==> src/rtl/debounce_pkg.sv <==
// ============================================================================
// Module   : debounce_pkg
// Purpose  : Shared defaults and a counter-width helper for the debouncer.
// Revision : 1.0 - initial release
// ============================================================================
`default_nettype none

package debounce_pkg;

    localparam int DB_TICKS_DEF   = 8;
    localparam int HOLD_TICKS_DEF = 1000;
    localparam int N_CH_MAX       = 32;

    // Bits needed to count 0..n-1, never less than one bit.
    function automatic int cnt_width(input int n);
        return (n > 1) ? $clog2(n) : 1;
    endfunction

endpackage

`default_nettype wire

==> src/rtl/db_channel.sv <==
// ============================================================================
// Module   : db_channel
// Purpose  : One button channel: synchronizer, debounce, edge and hold pulses.
// Revision : 1.0 - initial release
// ============================================================================
`default_nettype none

module db_channel
    import debounce_pkg::*;
#(
    parameter int DB_TICKS   = DB_TICKS_DEF,
    parameter int HOLD_TICKS = HOLD_TICKS_DEF
) (
    input  logic clk,
    input  logic rst_n,
    input  logic i_tick,
    input  logic i_btn,
    output logic o_clean,
    output logic o_rise,
    output logic o_fall,
    output logic o_hold
);

    localparam int c_DB_W   = cnt_width(DB_TICKS);
    localparam int c_HOLD_W = cnt_width(HOLD_TICKS + 1);

    localparam logic [c_DB_W-1:0]   c_DB_LAST  = c_DB_W'(DB_TICKS - 1);
    localparam logic [c_HOLD_W-1:0] c_HOLD_MAX = c_HOLD_W'(HOLD_TICKS);
    localparam logic [c_HOLD_W-1:0] c_HOLD_PRE = c_HOLD_W'(HOLD_TICKS - 1);

    logic                r_sync1;
    logic                r_sync2;
    logic [c_DB_W-1:0]   r_db_cnt;
    logic [c_HOLD_W-1:0] r_hold_cnt;
    logic                r_clean;
    logic                r_rise;
    logic                r_fall;
    logic                r_hold;

    logic w_mismatch;
    logic w_db_done;
    logic w_hold_hit;

    assign w_mismatch = (r_sync2 != r_clean);
    assign w_db_done  = i_tick && w_mismatch && (r_db_cnt == c_DB_LAST);
    // Hold counter saturates, so the pulse fires only on the single reaching tick.
    assign w_hold_hit = i_tick && r_clean && (r_hold_cnt == c_HOLD_PRE);

    always_ff @(posedge clk) begin
        if (!rst_n) begin
            r_sync1    <= 1'b0;
            r_sync2    <= 1'b0;
            r_db_cnt   <= '0;
            r_hold_cnt <= '0;
            r_clean    <= 1'b0;
            r_rise     <= 1'b0;
            r_fall     <= 1'b0;
            r_hold     <= 1'b0;
        end else begin
            r_sync1 <= i_btn;
            r_sync2 <= r_sync1;

            if (i_tick) begin
                if (!w_mismatch || w_db_done) begin
                    r_db_cnt <= '0;
                end else begin
                    r_db_cnt <= r_db_cnt + c_DB_W'(1);
                end
            end

            if (w_db_done) begin
                r_clean <= r_sync2;
            end
            r_rise <= w_db_done && r_sync2;
            r_fall <= w_db_done && !r_sync2;

            if (!r_clean) begin
                r_hold_cnt <= '0;
            end else if (i_tick && (r_hold_cnt != c_HOLD_MAX)) begin
                r_hold_cnt <= r_hold_cnt + c_HOLD_W'(1);
            end
            r_hold <= w_hold_hit;
        end
    end

    assign o_clean = r_clean;
    assign o_rise  = r_rise;
    assign o_fall  = r_fall;
    assign o_hold  = r_hold;

endmodule

`default_nettype wire

==> src/rtl/multi_debouncer.sv <==
// ============================================================================
// Module   : multi_debouncer
// Purpose  : N_CH independent debounced button channels with edge/hold pulses.
// Revision : 1.0 - initial release
// ============================================================================
`default_nettype none

module multi_debouncer
    import debounce_pkg::*;
#(
    parameter int N_CH       = 4,
    parameter int DB_TICKS   = DB_TICKS_DEF,
    parameter int HOLD_TICKS = HOLD_TICKS_DEF
) (
    input  logic            clk,
    input  logic            rst_n,
    input  logic            tick,
    input  logic [N_CH-1:0] btn_in,
    output logic [N_CH-1:0] clean,
    output logic [N_CH-1:0] rise,
    output logic [N_CH-1:0] fall,
    output logic [N_CH-1:0] hold
);

    genvar g;
    generate
        for (g = 0; g < N_CH; g++) begin : g_ch
            db_channel #(
                .DB_TICKS   (DB_TICKS),
                .HOLD_TICKS (HOLD_TICKS)
            ) u_ch (
                .clk     (clk),
                .rst_n   (rst_n),
                .i_tick  (tick),
                .i_btn   (btn_in[g]),
                .o_clean (clean[g]),
                .o_rise  (rise[g]),
                .o_fall  (fall[g]),
                .o_hold  (hold[g])
            );
        end
    endgenerate

endmodule

`default_nettype wire

==> config.mk <==
export PLATFORM = sky130hd
export DESIGN_NAME = multi_debouncer
export DESIGN_NICKNAME = d
export VERILOG_FILES = /design/src/rtl/debounce_pkg.sv /design/src/rtl/db_channel.sv /design/src/rtl/multi_debouncer.sv
export SDC_FILE = /design/constraint.sdc
export NUM_CORES = 1
export LEC_CHECK = 0
export CORE_MARGIN = 5
export CORE_UTILIZATION = 60
export DETAILED_ROUTE_END_ITERATION = 16
export GPL_TIMING_DRIVEN = 0
export PLACE_DENSITY = 0.84
export SYNTH_ARGS = -nofsm -noshare
export SYNTH_HDL_FRONTEND = slang
export SYNTH_HIERARCHICAL = 1
export SYNTH_SLANG_ARGS = --single-unit
==> constraint.sdc <==
create_clock -name clk -period 4.15 [get_ports clk]
set_input_delay 0.83 -clock clk [delete_from_list [all_inputs] [get_ports clk]]
set_output_delay 0.83 -clock clk [all_outputs]
set_load 0.02 [all_outputs]
==> qor.csv <==
metric,value,unit
Post-Synth Simple-Gate Area,33.2,%
clock-pin slew on the worst setup and hold paths,0.07,ns
multiplexer area fraction after synthesis,0,%
most common cell in the netlist,dfxtp_1,
fin crit share,60.7,%
reg2reg setup slack,2.53,ns
Horiz. Die Dim,88.4,µm
xor/xnor share of the synthesized area,2.85,%
share of cells above drive strength 1,8.37,%
leakage power,1.43,nW
critical path's slowest cell,clkdlybuf4s50_1,
number of diodes,0,
number of buffers created by CTS,9,
setup total negative slack,0,ns
max cap viols,0,
Synth Register Bits,76,
final hold vios,0,
Post-Synth Adder-Cell Area,5.43,%
Setup WS pre-CTS,1.27,ns
main combinational cell family by area after synthesis,simple AND/OR/NAND/NOR gates,
Site Rows,28,
worst hold path class,flip-flop to flip-flop,
Setup CP Type,input port to flip-flop,
Worst slew margin,50.1,%
Compound-Gate Fraction of Synth Area,13.4,%
post-CTS setup buffers,0,
crit path cell chain,clkdlybuf4s50_1 > buf_6 > nand3_4 > or4_1 > a21oi_1,
Fmax,0.397,GHz
CP required,4.41,ns
Cell Pwr Density,302,mW/mm²
global-route wire length before repair,12.7,mm
Syn Nets,415,
Gate Count Post-Synth,392,
chip height,88.4,µm
sequential area share after synthesis,41.2,%
status,finished clean,
Detailed Route WL,7.24,mm
WP data arrival,2.78,ns
CTS Sinks,76,
CTS tree,done,
Worst Skew,0.00648,ns
Critical Path Start Type,input port,
hold_buf cts,0,
Initial DRC Count,113,
Max Slew Vio Count,0,
input/output buffers,22,
Post-Syn Area,0.00369,mm²
gpl congestion,0.836,
synth top area cells,"dfxtp_1, ha_1, or4_1",
WL/cell,14.3,µm
largest net degree at the start of global routing,17,
core box area,0.00596,mm²
DRC,0,
Die ar.,0.00782,mm²
vias in the first global route,2858,
Initial Util,61.9,%
H-tree depth,3,
Post-CTS Resized,0,
final setup fails,0,
hold slack,0.430,ns
Clock Tree Buf Depth,2,
Least-Margin Pin Slew,0.746,ns
layout filler cell count,487,
Root Driver,clkbuf_8,
GRT Total Usage,20.6,%
Top delay family on crit path,buffers and inverters,
Post-synth EDFFs,0,
post-synth cell types,28,
worst-path fanout max,10,
"Largest stage delay, worst path",0.95,ns
Vias,3038,
initial antenna violation count,0,
worst setup margin,1.63,ns
Nets,448,
Layout area overhead,13.1,%
minimum clock period,2.52,ns
Detailed Routing Iterations Pass 1,4,
WP buf/inv,2,
Final ANT Viol Nets,0,
Syn. warnings,6,
Mean Syn Cell Area,9.41,µm²
Post-synth top cells,"dfxtp_1, nand2_1, nand3_1",
final core occ,70.0,%
via/cell ratio,6.02,
RSZ-0062 raised after global routing,false,
maximum vdd drop,0.000275,V
GRT overflow,0,
Most used DFF post-synth,dfxtp_1,
"Clk Latency, worst-skew pair",0.34,ns
dpl hpwl,5.17,mm
Yosys top cell by area,dfxtp_1,
asr flop ratio synth,0,%
post-synth top area share,41.2,%
CP Capture Type,flip-flop,
I/O pins,23,
## cell usage in the layout, fill, tap and decap left out, types with 10 or more instances in the layout
master	instances
dfxtp_1	76
nand2_1	32
nand3_1	28
or4_1	24
clkdlybuf4s50_1	22
a21oi_1	20
inv_1	16
nor3_1	16
o21ai_0	16
nor2b_1	16
o31ai_1	16
ha_1	16
or3_1	12
and2_1	12
a32oi_1	12
xor2_1	12
clkbuf_8	10
## area by class of cell
class                           instances  area (µm²)  share of cell area (%)
Buffer                                 12        80.1                    1.92
Timing Repair Buffer                   22         220                    5.28
Tap cell                               75        93.8                    2.25
Clock inverter                          6        30.0                   0.720
Clock buffer                           10         138                    3.30
Inverter                               16        60.1                    1.44
Multi-Input combinational cell        288        2030                    48.6
Sequential cell                        76        1520                    36.5
## metrics by stage
stage / instance area, µm² / power [mW] / instances
final: 4170 / 1.26 / 505
after global routing: 4170 / 1.32 / 505
after CTS: 4170 / 1.27 / 505
after detailed placement: 4000 / 0.794 / 489
after global placement: 4000 / 0.792 / 489
after floorplan: 3690 / 0.776 / 392
## metal layers
metal  global-route usage (%)  part of all wire (%)  vias up
li1                         -                     -     1534
met1                     25.7                    46     1449
met2                     34.1                    49       46
met3                     5.21                   4.1        9
met4                     7.97                   1.3        0
met5                        0                     0        -
## worst paths after layout
kind	endpoint	depth (start not counted)	start
worst max-delay path	g_ch[1].u_ch/r_hold_cnt[6]$_SDFFE_PN0P_	5	tick
worst min-delay path	g_ch[2].u_ch/r_sync2$_SDFF_PN0_	1	g_ch[2].u_ch/r_sync1$_SDFF_PN0_
worst max register to register	g_ch[1].u_ch/r_hold_cnt[6]$_SDFFE_PN0P_	4	g_ch[1].u_ch/r_hold_cnt[0]$_SDFFE_PN0P_
worst min register to register	g_ch[2].u_ch/r_sync2$_SDFF_PN0_	1	g_ch[2].u_ch/r_sync1$_SDFF_PN0_
## state kept, by name, summed over array words and instances (netlist names)
name / count
g_ch.u_ch/o_clean: 4
g_ch.u_ch/o_fall: 4
g_ch.u_ch/r_sync2: 4
g_ch.u_ch/r_hold_cnt: 40
g_ch.u_ch/r_sync1: 4
g_ch.u_ch/o_hold: 4
g_ch.u_ch/r_db_cnt: 12
g_ch.u_ch/o_rise: 4
## worst reg2reg max path, cell delays in order, from the launching register on
cell	delay, ns
dfxtp_1	0.48
ha_1	0.29
nand3_4	0.11
or4_1	0.49
a21oi_1	0.18
## cells by family after synthesis
family / count (synthesis)
xor+xnor: 12
flops: 76
buf+inv: 28
compound gates: 76
simple gates: 184
fa+ha+maj: 16
## power breakdown
group          switching (mW)  internal [mW]
clock network           0.255          0.227
registers             0.00295          0.733
logic                  0.0233         0.0171
total                   0.281          0.977
No activity file was read; power rests on OpenSTA's default activity.
